## src/rtl/sqrt.sv

```systemverilog
// Pipelined gradient magnitude: out = min(2^WIDTH-1, floor(sqrt(in1^2 + in2^2))).
// Define SQRT_ROUND_EN to round the root to nearest instead of truncating.
module sqrt #(
  parameter int unsigned WIDTH = 8
) (
  input  logic             clk,
  input  logic             rst,
  input  logic [WIDTH-1:0] in1,
  input  logic [WIDTH-1:0] in2,
  output logic [WIDTH-1:0] out
);

  localparam int unsigned RW   = WIDTH + 1;
  localparam int unsigned RADW = 2 * RW;
  localparam int unsigned REMW = WIDTH + 4;
  localparam int unsigned TW   = REMW + 1;
  localparam int unsigned NST  = RW;

  // rad_q[0] is the squared sum; rad_q[s] feeds root stage s with its top two bits
  logic [RADW-1:0]  rad_q  [0:NST-1];
  logic [RADW-1:0]  rad_d  [0:NST-1];
  logic [RW-1:0]    root_q [0:NST-1];
  logic [RW-1:0]    root_d [0:NST-1];
  logic [REMW-1:0]  rem_q  [0:NST-1];
  logic [REMW-1:0]  rem_d  [0:NST-1];
  logic [WIDTH-1:0] out_q;
  logic [WIDTH-1:0] out_d;
  logic [RW:0]      root_r;

  function automatic logic [REMW+RW-1:0] sqrt_step(
    input logic [REMW-1:0] rem,
    input logic [RW-1:0]   root,
    input logic [1:0]      bits
  );
    logic [REMW-1:0] sh;
    logic [TW-1:0]   trial;
    sh    = {rem[REMW-3:0], bits};
    trial = {1'b0, sh} - TW'({root, 2'b01});
    if (!trial[TW-1]) return {trial[REMW-1:0], root[RW-2:0], 1'b1};
    else              return {sh, root[RW-2:0], 1'b0};
  endfunction

  always_comb begin
    rad_d[0] = RADW'(in1) * RADW'(in1) + RADW'(in2) * RADW'(in2);
    {rem_d[0], root_d[0]} = sqrt_step('0, '0, rad_q[0][RADW-1 -: 2]);
    for (int unsigned s = 1; s < NST; s++) begin
      rad_d[s] = rad_q[s-1] << 2;
      {rem_d[s], root_d[s]} = sqrt_step(rem_q[s-1], root_q[s-1], rad_q[s][RADW-1 -: 2]);
    end

    root_r = {1'b0, root_q[NST-1]};
`ifdef SQRT_ROUND_EN
    // remainder > root means sum >= r^2 + r + 1, so sqrt lies above r + 0.5
    if (rem_q[NST-1] > REMW'(root_q[NST-1])) root_r = root_r + 1'b1;
`endif
    out_d = (root_r[RW:WIDTH] != '0) ? '1 : root_r[WIDTH-1:0];
  end

  always_ff @(posedge clk) begin
    if (!rst) begin
      for (int unsigned s = 0; s < NST; s++) begin
        rad_q[s]  <= '0;
        root_q[s] <= '0;
        rem_q[s]  <= '0;
      end
      out_q <= '0;
    end else begin
      for (int unsigned s = 0; s < NST; s++) begin
        rad_q[s]  <= rad_d[s];
        root_q[s] <= root_d[s];
        rem_q[s]  <= rem_d[s];
      end
      out_q <= out_d;
    end
  end

  assign out = out_q;

endmodule

```

## config.mk

```make
export PLATFORM = sky130hd
export DESIGN_NAME = sqrt
export DESIGN_NICKNAME = d
export VERILOG_FILES = /design/src/rtl/sqrt.sv
export SDC_FILE = /design/constraint.sdc
export NUM_CORES = 1
export LEC_CHECK = 0
export CAP_MARGIN = 15
export CORE_UTILIZATION = 55
export CTS_CLUSTER_DIAMETER = 200
export CTS_CLUSTER_SIZE = 14
export DETAILED_ROUTE_END_ITERATION = 16
export GPL_ROUTABILITY_DRIVEN = 0
export PLACE_DENSITY = 0.68
export SKIP_LAST_GASP = 1
export SLEW_MARGIN = 25
export SYNTH_ARGS = -nofsm -noshare
export SYNTH_HDL_FRONTEND = slang
export SYNTH_SLANG_ARGS = --single-unit
```

## constraint.sdc

```tcl
create_clock -name clk -period 9.55 [get_ports clk]
set_clock_uncertainty 0.2 [all_clocks]
set_input_delay 2.3875 -clock clk [delete_from_list [all_inputs] [get_ports clk]]
set_output_delay 2.3875 -clock clk [all_outputs]
set_load 0.005 [all_outputs]
```

==> flow_metrics.env, run 1 <==
export IMPL_outcome="finished, final reports clean"
export IMPL_ir_drop_uv=172.3
export IMPL_synth_warnings=0
export IMPL_h_tree_depth=1
export IMPL_drt_total_wl_mm=17.56
export IMPL_grt_ovfl_total=0
export IMPL_cp_end_kind="flop"
export IMPL_slew_viol_final=0
export IMPL_crit_fanout=9
export IMPL_wl_met3_um=432
export IMPL_fp_dieH_um=146.7
export IMPL_p_leak_nw=5.585
export IMPL_setup_viol=0
export IMPL_clk_insertion_delay_late_ns=0.47
export IMPL_cp_start_kind="primary input"
export IMPL_met2WireLength_mm=8.696
export IMPL_cts_made_buffers=18
export IMPL_top_layer="met4"
export IMPL_seqPwrFrac_pct=28.6
export IMPL_hp_class="flop to flop"
export IMPL_drc_errors=0
export IMPL_swShare_pct=38.61
export IMPL_n_fill_cell=1732
export IMPL_die_x_um=146.7
export IMPL_netSwitchingPower_w=0.001549
export IMPL_routedWlPerCell_um=12.09
export IMPL_crit_type="primary input to flop"
export IMPL_ys_async_sr_fraction_pct=0
export IMPL_crit_path_start="in1[1]"
export IMPL_grt_max_degree=105
export IMPL_cts_tree="built"
export IMPL_drive_gt1_share_pct=2.620
export IMPL_cts_repair_resized=0
export IMPL_core_area_um2=20360
export IMPL_min_period_ns=7.856
export IMPL_ys_top_cells_by_count="dfxtp_1 (210), and2_1 (172), inv_1 (162)"
export IMPL_dpl_cell_count=1434
export IMPL_hold_worst_slack_ns=0.2256
export IMPL_grt_pass1_wl_mm=31.08
export IMPL_synth_cells=1171
export IMPL_maxCapViolCount=0
export IMPL_period_share_pct=82.26
export IMPL_route_antenna_remaining_nets=0
export IMPL_avgSynthCellArea_um2=9.837
export IMPL_r2r_start="root_q[0][45]$_SDFF_PN0_"
export IMPL_cts_sinks=210
export IMPL_synth_distinct_cells=61
export IMPL_vias=7123
export IMPL_port_buffers=25
export IMPL_stdcell_count=1453
export IMPL_ys_flop_type="dfxtp_1"
export IMPL_hold_violations=0
export IMPL_hold_start="root_q[0][76]$_SDFF_PN0_"
export IMPL_area_growth_pct=8.093
export IMPL_clockBufferDepth=3
export IMPL_timing_fmax_ghz=0.1273
export IMPL_synth_edff_count=0
export IMPL_synth_top_area_cell="dfxtp_1"
export IMPL_synth_area_um2=11520
export IMPL_required_ns=9.72
export IMPL_grt_use_total_pct=17.22
export IMPL_ctsHoldBuffers=0
export IMPL_arrival_ns=8.02
export IMPL_std_cell_rows=52
export IMPL_vias_per_cell=4.902
export IMPL_yosys_register_bits=210
export IMPL_p_int_w=0.002463
export IMPL_start_util_pct=56.56
export IMPL_powerDensity_nw_per_um2=322.3
export IMPL_antenna_cells=0
export IMPL_io_pins=26
export IMPL_cts_root_buffer="clkbuf_16"
export IMPL_setup_total_negative_slack_ns=0
export IMPL_path_clk_slew_ns=0.06
export IMPL_wl_met1_mm=8.206
export IMPL_combPwrFrac_pct=55.7
export IMPL_grt_pass1_vias=6965
export IMPL_antenna_found_initial=0
export IMPL_dr_pass1_iters=4
export IMPL_netlist_top_cells_area="dfxtp_1 (36%), fa_1 (13%), ha_1 (11%)"
export IMPL_relSlewSlack_pct=35.00
export IMPL_layout_nets=1378
export IMPL_ys_seq_area_share_pct=36.50
export IMPL_p_clk_share_pct=15.7
export IMPL_synth_top_area_share_pct=36.50
export IMPL_initialDrtViolationCount=229
export IMPL_post_dp_hpwl_mm=13.66
export IMPL_post_cts_buffers=0
export IMPL_worst_pin_slew_ns=0.9698
export IMPL_dieArea_um2=21530
export IMPL_yosysMostFrequentCell="dfxtp_1"
export IMPL_rsz0062_at_grt="no"
-- registers in the layout, indices dropped and copies added (netlist names) --
register,count
root_q,45
out,8
rad_q,89
rem_q,68
-- worst paths after layout --
| check | end | slack (ns) | depth (start not counted) |
|---|---|---|---|
| hold / removal | out[4]$_SDFF_PN0_ | 0.23 | 1 |
| setup reg to reg | rem_q[0][80]$_SDFF_PN0_ | 6.62 | 8 |
| setup / recovery | rad_q[0][14]$_SDFF_PN0_ | 1.69 | 18 |
| hold reg to reg | out[4]$_SDFF_PN0_ | 0.23 | 1 |
-- cells by family (layout without fill, tap and decap cells) --
group / after synthesis / after routing / share of synthesized area [%]
AO/OA/AOI/OAI: 131 / 131 / 7.832
multiplexers: 24 / 24 / 2.086
other: 1 / 2 / 0.03256
buffers and inverters: 196 / 207 / 6.496
AND/OR/NAND/NOR: 382 / 382 / 19.04
flip-flops: 210 / 210 / 36.50
adder cells (fa/ha/maj): 176 / 176 / 24.14
XOR/XNOR: 51 / 51 / 3.878
-- power groups by stage --
| stage | Sequential (W) | Clock [W] | Combinational (W) |
|---|---|---|---|
| CTS | 0.00115 | 0.000657 | 0.00226 |
| global route | 0.00117 | 0.000697 | 0.00260 |
| finish | 0.00115 | 0.000631 | 0.00223 |
| detailed placement | 0.00117 | 0 | 0.00225 |
| global placement | 0.00117 | 0 | 0.00220 |
| floorplan | 0.00114 | 0 | 0.00189 |
-- layout by cell type, fill, tap and decap left out, types with 4 or more instances in the layout --
master / n
dfxtp_1: 210
inv_1: 162
nand2b_1: 14
and2_1: 172
clkdlybuf4s50_1: 24
mux2i_1: 24
a21oi_1: 22
nand2_1: 64
o211a_1: 5
fa_1: 77
o21ai_0: 16
o21a_1: 26
nor2b_1: 34
and3_1: 9
a21boi_1: 13
a211oi_1: 4
xnor2_1: 37
clkbuf_16: 19
xor2_1: 14
o21ai_1: 11
or3_1: 4
o21bai_1: 4
nor2_1: 31
ha_1: 99
nand3_1: 11
nor3_1: 17
a21o_1: 5
-- per-layer routing --
metal	GRT usage, %	vias up
met4	3.906	0
li1	-	3740
met3	2.112	19
met5	0	-
met2	31.33	59
met1	21.69	3305
-- cell type report --
| type | instances | area [um^2] | area share, % |
|---|---|---|---|
| clock buffers | 19 | 475.5 | 3.819 |
| well taps | 270 | 337.8 | 2.713 |
| repair buffers | 26 | 255.2 | 2.050 |
| multi-input cells | 766 | 6570 | 52.77 |
| flip-flops and latches | 210 | 4204 | 33.77 |
| inverters | 162 | 608.1 | 4.884 |
-- worst max-delay path: stages --
cell and delay [ns]:
clkdlybuf4s50_1 0.67, nand2_1 0.13, fa_1 0.56, fa_1 0.56
inv_1 0.05, fa_1 0.51, fa_1 0.44, fa_1 0.55
inv_1 0.05, fa_1 0.53, inv_1 0.04, ha_1 0.34
a21oi_1 0.20, o211ai_1 0.19, a31oi_1 0.38, o21ai_1 0.12
xor2_1 0.15, and2_1 0.15
-- through the flow --
stage | util [%] | setup slack, ns | total power [W] | instance area (um^2)
5_1_grt | 61.14 | 1.415 | 0.004467 | 12450
3_5_place_dp | 58.80 | 1.178 | 0.003420 | 11980
4_1_cts | 61.14 | 1.680 | 0.004071 | 12450
3_3_place_gp | 58.80 | 1.290 | 0.003367 | 11980
6_report | 61.14 | 1.694 | 0.004012 | 12450
2_1_floorplan | - | 2.036 | 0.003036 | 11520
No activity file was read; power rests on OpenSTA's default activity.
==> run 2: changes to the inputs <==
--- a/config.mk
+++ b/config.mk
@@ -11,7 +11,7 @@
 export CTS_CLUSTER_SIZE = 14
 export DETAILED_ROUTE_END_ITERATION = 16
 export GPL_ROUTABILITY_DRIVEN = 0
-export PLACE_DENSITY = 0.68
+export PLACE_DENSITY = 0.71
 export SKIP_LAST_GASP = 1
 export SLEW_MARGIN = 25
 export SYNTH_ARGS = -nofsm -noshare
==> constraint.sdc (replaced) <==
create_clock -name clk -period 7.1 [get_ports clk]
set_clock_uncertainty 0.2 [all_clocks]
set_input_delay 1.775 -clock clk [delete_from_list [all_inputs] [get_ports clk]]
set_output_delay 1.775 -clock clk [all_outputs]
set_load 0.005 [all_outputs]
==> run 2 against run 1 <==
Compared with the run above: flip-flop and latch count is the same; non-clock buffer count is 51 higher; critical path depth up 3; largest cell class unchanged; combinational power increased by 55%.
==> flow_metrics.env, run 2 (synthesized netlist as in run 1, its figures left out) <==
export IMPL_arrival_ns=6.97
export IMPL_drive_gt1_share_pct=6.807
export IMPL_grt_use_met1_pct=21.09
export IMPL_path_clk_slew_ns=0.06
export IMPL_rsz0062_at_grt="no"
export IMPL_layout_nets=1429
export IMPL_gr_usage_met2_pct=34.05
export IMPL_p_leak_nw=5.861
export IMPL_clk_insertion_delay_late_ns=0.48
export IMPL_pre_cts_ws_ns=-0.4239
export IMPL_seqPwrFrac_pct=26.4
export IMPL_dr_pass1_iters=6
export IMPL_min_path_cells=1
export IMPL_antenna_found_initial=0
export IMPL_setup_viol=0
export IMPL_hp_class="flop to flop"
export IMPL_multi_input_area_um2=6593
export IMPL_fin_ws_ns=0.2910
export IMPL_required_ns=7.26
export IMPL_initialDrtViolationCount=234
export IMPL_vias_per_cell=4.905
export IMPL_die_x_um=146.7
export IMPL_grt_ovfl_total=0
export IMPL_grt_pass1_vias=7490
export IMPL_outcome="finished, final reports clean"
export IMPL_p_clk_share_pct=14.3
export IMPL_area_growth_pct=11.62
export IMPL_regMostFlops="rad_q"
export IMPL_powerDensity_nw_per_um2=453.9
export IMPL_timing_fmax_ghz=0.1469
export IMPL_ir_drop_uv=336.0
export IMPL_relSlewSlack_pct=42.53
export IMPL_route_antenna_remaining_nets=0
export IMPL_ctsHoldBuffers=0
export IMPL_port_buffers=25
export IMPL_period_share_pct=95.90
export IMPL_post_dp_hpwl_mm=14.15
export IMPL_layout_commonest_cell="dfxtp_1"
export IMPL_worst_pin_slew_ns=0.8621
export IMPL_p_int_w=0.003666
export IMPL_cp_start_kind="primary input"
export IMPL_antenna_cells=0
export IMPL_slew_viol_final=0
export IMPL_clockBufferDepth=3
export IMPL_cts_root_buffer="clkbuf_16"
export IMPL_reg2regPathDepth=8
export IMPL_fp_dieH_um=146.7
export IMPL_swShare_pct=37.17
export IMPL_start_util_pct=56.56
export IMPL_grt_busiest_layer="met2"
export IMPL_min_period_ns=6.809
export IMPL_combPwrFrac_pct=59.3
export IMPL_routedWlPerCell_um=11.99
export IMPL_io_pins=26
export IMPL_largest_reg_flops=89
export IMPL_netSwitchingPower_w=0.002169
export IMPL_cts_tree="built"
export IMPL_maxCapViolCount=0
export IMPL_dieArea_um2=21530
export IMPL_seqCellArea_um2=4204
export IMPL_grt_pass1_wl_mm=32.39
export IMPL_vias=7377
export IMPL_std_cell_rows=52
export IMPL_h_tree_depth=1
export IMPL_drt_total_wl_mm=18.03
export IMPL_cts_sinks=210
export IMPL_n_fill_cell=1677
export IMPL_hold_violations=0
export IMPL_crit_fanout=8
export IMPL_grt_max_degree=127
export IMPL_met3_usage_pct=1.925
export IMPL_drc_errors=0
export IMPL_core_area_um2=20360
export IMPL_top_regs="rad_q (89), rem_q (68), root_q (45)"
export IMPL_cts_made_buffers=18
export IMPL_hold_worst_slack_ns=0.2202
export IMPL_crit_type="primary input to flop"
export IMPL_cp_end_kind="flop"
export IMPL_grt_use_total_pct=17.80
export IMPL_final_cell_mix="dfxtp_1 (210), and2_1 (172), inv_1 (162)"
[run 2: cell types whose count changed in the layout (fill, tap and decap cells not counted), sizes merged]
cell           delta
buf              +51
clkbuf            -1
clkdlybuf4s50     -4
clkinv            +1
dlymetal6s2s      +4
[run 2: worst paths after layout]
path / from / endpoint / slack (ns)
setup / recovery: in2[0] / rad_q[0][12]$_SDFF_PN0_ / 0.29
hold / removal: root_q[0][79]$_SDFF_PN0_ / out[7]$_SDFF_PN0_ / 0.22
setup reg to reg: root_q[0][45]$_SDFF_PN0_ / rem_q[0][80]$_SDFF_PN0_ / 4.31
hold reg to reg: root_q[0][79]$_SDFF_PN0_ / out[7]$_SDFF_PN0_ / 0.22
[run 2: stage by stage]
| step | util, % | power, W | cells | cell area, um^2 | setup TNS, ns |
|---|---|---|---|---|---|
| 2_1_floorplan | - | 0.004083 | 1172 | 11520 | 0 |
| 3_3_place_gp | 60.68 | 0.004921 | 1485 | 12360 | -2.025 |
| 3_5_place_dp | 60.68 | 0.005010 | 1485 | 12360 | -2.827 |
| 4_1_cts | 62.98 | 0.005869 | 1504 | 12820 | 0 |
| 5_1_grt | 63.14 | 0.006492 | 1504 | 12860 | 0 |
| 6_report | 63.14 | 0.005835 | 1504 | 12860 | 0 |
[run 2: routing by layer]
metal  vias up  wire, um
li1       3845         -
met1      3454      7944
met2        57      9457
met3        21       375
met4         0       250
met5         -         0
[run 2: what timing repair did]
| action | in CTS | in global routing |
|---|---|---|
| endpoints found under the setup margin | 0 | 8 |
| setup buffers | 0 | 0 |
| resized for setup | 0 | 6 |
| hold endpoints to repair | 0 | 0 |
[run 2: cell type report]
class                      instances  share of cell area, %
multi-input combinational        766                  51.27
inverter                         162                  4.729
sequential                       210                  32.70
timing repair buffer              77                  5.041
tap                              270                  2.627
clock buffer                      18                  3.503
clock inverter                     1                 0.1265
[run 2: power groups by stage]
stage / Clock (W) / Combinational (W) / Sequential, W
after floorplan: 0 / 0.00255 / 0.00154
after global placement: 0 / 0.00336 / 0.00156
after detailed placement: 0 / 0.00344 / 0.00157
after CTS: 0.000866 / 0.00346 / 0.00154
after global routing: 0.000910 / 0.00401 / 0.00157
final: 0.000832 / 0.00346 / 0.00154
[run 2: critical path, cell delays in order]
cell and delay (ns):
clkdlybuf4s50_1 0.45, buf_4 0.18, and2_1 0.14, ha_1 0.32, fa_1 0.55, inv_1 0.05, fa_1 0.47, inv_1 0.06
fa_1 0.52, fa_1 0.56, inv_1 0.06, fa_1 0.53, inv_1 0.04, ha_1 0.31, nand3_1 0.09, o211ai_1 0.23
a31oi_1 0.11, buf_4 0.15, buf_4 0.13, xnor2_1 0.10, and2_1 0.15
==> run 3: changes to the inputs <==
--- a/config.mk
+++ b/config.mk
@@ -12,6 +12,7 @@
 export DETAILED_ROUTE_END_ITERATION = 16
 export GPL_ROUTABILITY_DRIVEN = 0
 export PLACE_DENSITY = 0.71
+export SETUP_SLACK_MARGIN = 0.4
 export SKIP_LAST_GASP = 1
 export SLEW_MARGIN = 25
 export SYNTH_ARGS = -nofsm -noshare
==> run 3 against run 2 <==
Compared with the run above: register-to-register slack worse by 0.17 ns; utilization is 0.52 points higher; cell area increased by 0.82%; combinational power is 5% higher; total power rose by 3.0%; clock power about the same; critical path depth shrank 3; global-route usage is 0.087 points higher; critical path type unchanged.
==> flow_metrics.env, run 3 (synthesized netlist as in run 1, its figures left out) <==
export IMPL_dieArea_um2=21530
export IMPL_io_pins=26
export IMPL_cp_end_kind="flop"
export IMPL_path_buf_inv=4
export IMPL_antenna_cells=0
export IMPL_cts_tree="built"
export IMPL_ir_drop_uv=416.7
export IMPL_relSlewSlack_pct=36.21
export IMPL_antenna_found_initial=0
export IMPL_utilization_pct=63.65
export IMPL_h_tree_depth=1
export IMPL_dr_pass1_iters=5
export IMPL_post_dp_hpwl_mm=14.05
export IMPL_cts_made_buffers=18
export IMPL_cts_root_buffer="clkbuf_16"
export IMPL_arrival_ns=6.63
export IMPL_vias=7415
export IMPL_required_ns=7.26
export IMPL_timing_fmax_ghz=0.1546
export IMPL_period_share_pct=91.09
export IMPL_gr_usage_met2_pct=33.77
export IMPL_min_period_ns=6.467
export IMPL_hold_violations=0
export IMPL_layout_commonest_cell="dfxtp_1"
export IMPL_area_growth_pct=12.54
export IMPL_cpMostUsedCell="fa_1"
export IMPL_worst_pin_slew_ns=0.9516
export IMPL_clockBufferDepth=3
export IMPL_swShare_pct=38.09
export IMPL_die_x_um=146.7
export IMPL_drc_errors=0
export IMPL_layout_nets=1434
export IMPL_critical_path_slowest_cell="fa_1"
export IMPL_drt_total_wl_mm=18.20
export IMPL_grt_ovfl_total=0
export IMPL_cts_sinks=210
export IMPL_pre_cts_ws_ns=-0.3931
export IMPL_power_w=0.006009
export IMPL_critical_path_top_delay_family="adder cells"
export IMPL_n_fill_cell=1684
export IMPL_grt_pass1_wl_mm=32.57
export IMPL_ctsHoldBuffers=0
export IMPL_netSwitchingPower_w=0.002289
export IMPL_routedWlPerCell_um=12.06
export IMPL_slew_viol_final=0
export IMPL_grt_use_met1_pct=21.69
export IMPL_path_clk_slew_ns=0.06
export IMPL_grt_use_total_pct=17.89
export IMPL_fp_dieH_um=146.7
export IMPL_cp_slowest_stage_delay_ns=0.58
export IMPL_p_leak_nw=5.917
export IMPL_stdcell_count=1509
export IMPL_drive_gt1_share_pct=10.01
export IMPL_dpl_cell_count=1485
export IMPL_outcome="finished, final reports clean"
export IMPL_combPwrFrac_pct=60.5
export IMPL_fin_ws_ns=0.6325
export IMPL_route_antenna_remaining_nets=0
export IMPL_p_int_w=0.003720
export IMPL_port_buffers=25
export IMPL_grt_pass1_vias=7512
export IMPL_crit_fanout=5
export IMPL_crit_chain="clkdlybuf4s15_1, and2_4, fa_1, fa_1, fa_1, fa_1, fa_1, inv_1, fa_1, inv_1, ha_4, a21oi_2, o211ai_1, buf_4, a21o_1, a21oi_2, xnor2_1, and2_1"
export IMPL_clk_insertion_delay_late_ns=0.48
export IMPL_cp_start_kind="primary input"
export IMPL_core_area_um2=20360
export IMPL_final_cell_mix="dfxtp_1 (210), and2_1 (169), inv_1 (159)"
export IMPL_p_clk_share_pct=13.8
export IMPL_start_util_pct=56.56
export IMPL_hp_class="flop to flop"
export IMPL_grt_busiest_layer="met2"
export IMPL_largest_reg_flops=89
export IMPL_initialDrtViolationCount=248
export IMPL_met3_usage_pct=1.708
export IMPL_setup_viol=0
export IMPL_seqPwrFrac_pct=25.7
export IMPL_top_regs="rad_q (89), rem_q (68), root_q (45)"
export IMPL_std_cell_rows=52
export IMPL_maxCapViolCount=0
export IMPL_grt_max_degree=150
export IMPL_vias_per_cell=4.914
export IMPL_powerDensity_nw_per_um2=463.6
export IMPL_crit_type="primary input to flop"
export IMPL_rsz0062_at_grt="no"
export IMPL_regMostFlops="rad_q"
[run 3: changes by cell type in the layout (fill, tap and decap cells not counted), sizes merged]
cell           change
clkdlybuf4s50     -12
clkbuf             +9
buf                +5
clkdlybuf4s15      +2
dlymetal6s2s       +1
[run 3: repair_timing]
action | in CTS | in global routing
pin swaps | 9 | 14
gates resized for setup | 22 | 43
buffers inserted | 1 | 3
setup endpoints to repair | 8 | 9
cloned | 0 | 1
[run 3: final timing paths]
check / start / end / slack [ns] / depth (start not counted)
max reg2reg: root_q[0][45]$_SDFF_PN0_ / rem_q[0][80]$_SDFF_PN0_ / 4.14 / 8
min reg2reg: root_q[0][74]$_SDFF_PN0_ / out[2]$_SDFF_PN0_ / 0.22 / 1
min: root_q[0][74]$_SDFF_PN0_ / out[2]$_SDFF_PN0_ / 0.22 / 1
max: in2[7] / rad_q[0][10]$_SDFF_PN0_ / 0.63 / 18
[run 3: layer usage]
layer | wire, um | vias up
met2 | 9417 | 79
met1 | 8016 | 3455
met4 | 351 | 0
met5 | 0 | -
li1 | - | 3851
met3 | 409 | 30
[run 3: stage by stage]
stage	hold slack, ns	TNS [ns]	cell area, um^2
after floorplan	0.2052	0	11560
after global placement	0.2092	-2.082	12370
after detailed placement	0.2134	-2.657	12370
after CTS	0.2276	0	12860
after global routing	0.2359	0	12960
final	0.2220	0	12960
[run 3: area by class of cell]
cell class	instances	area, um^2	area share, %
clock buffer	18	450.4	3.475
clock inverter	1	16.27	0.1255
inverter	162	608.1	4.691
multi-input combinational	766	6698	51.67
sequential	210	4204	32.43
tap	270	337.8	2.606
timing repair buffer	82	648.1	5.000
[run 3: power by group through the flow]
| stage | combinational (W) | clock, W | sequential [W] |
|---|---|---|---|
| after global placement | 0.00334 | 0 | 0.00156 |
| after global routing | 0.00413 | 0.000909 | 0.00157 |
| after detailed placement | 0.00344 | 0 | 0.00157 |
| after CTS | 0.00354 | 0.000864 | 0.00155 |
| after floorplan | 0.00259 | 0 | 0.00154 |
| final | 0.00364 | 0.000831 | 0.00154 |
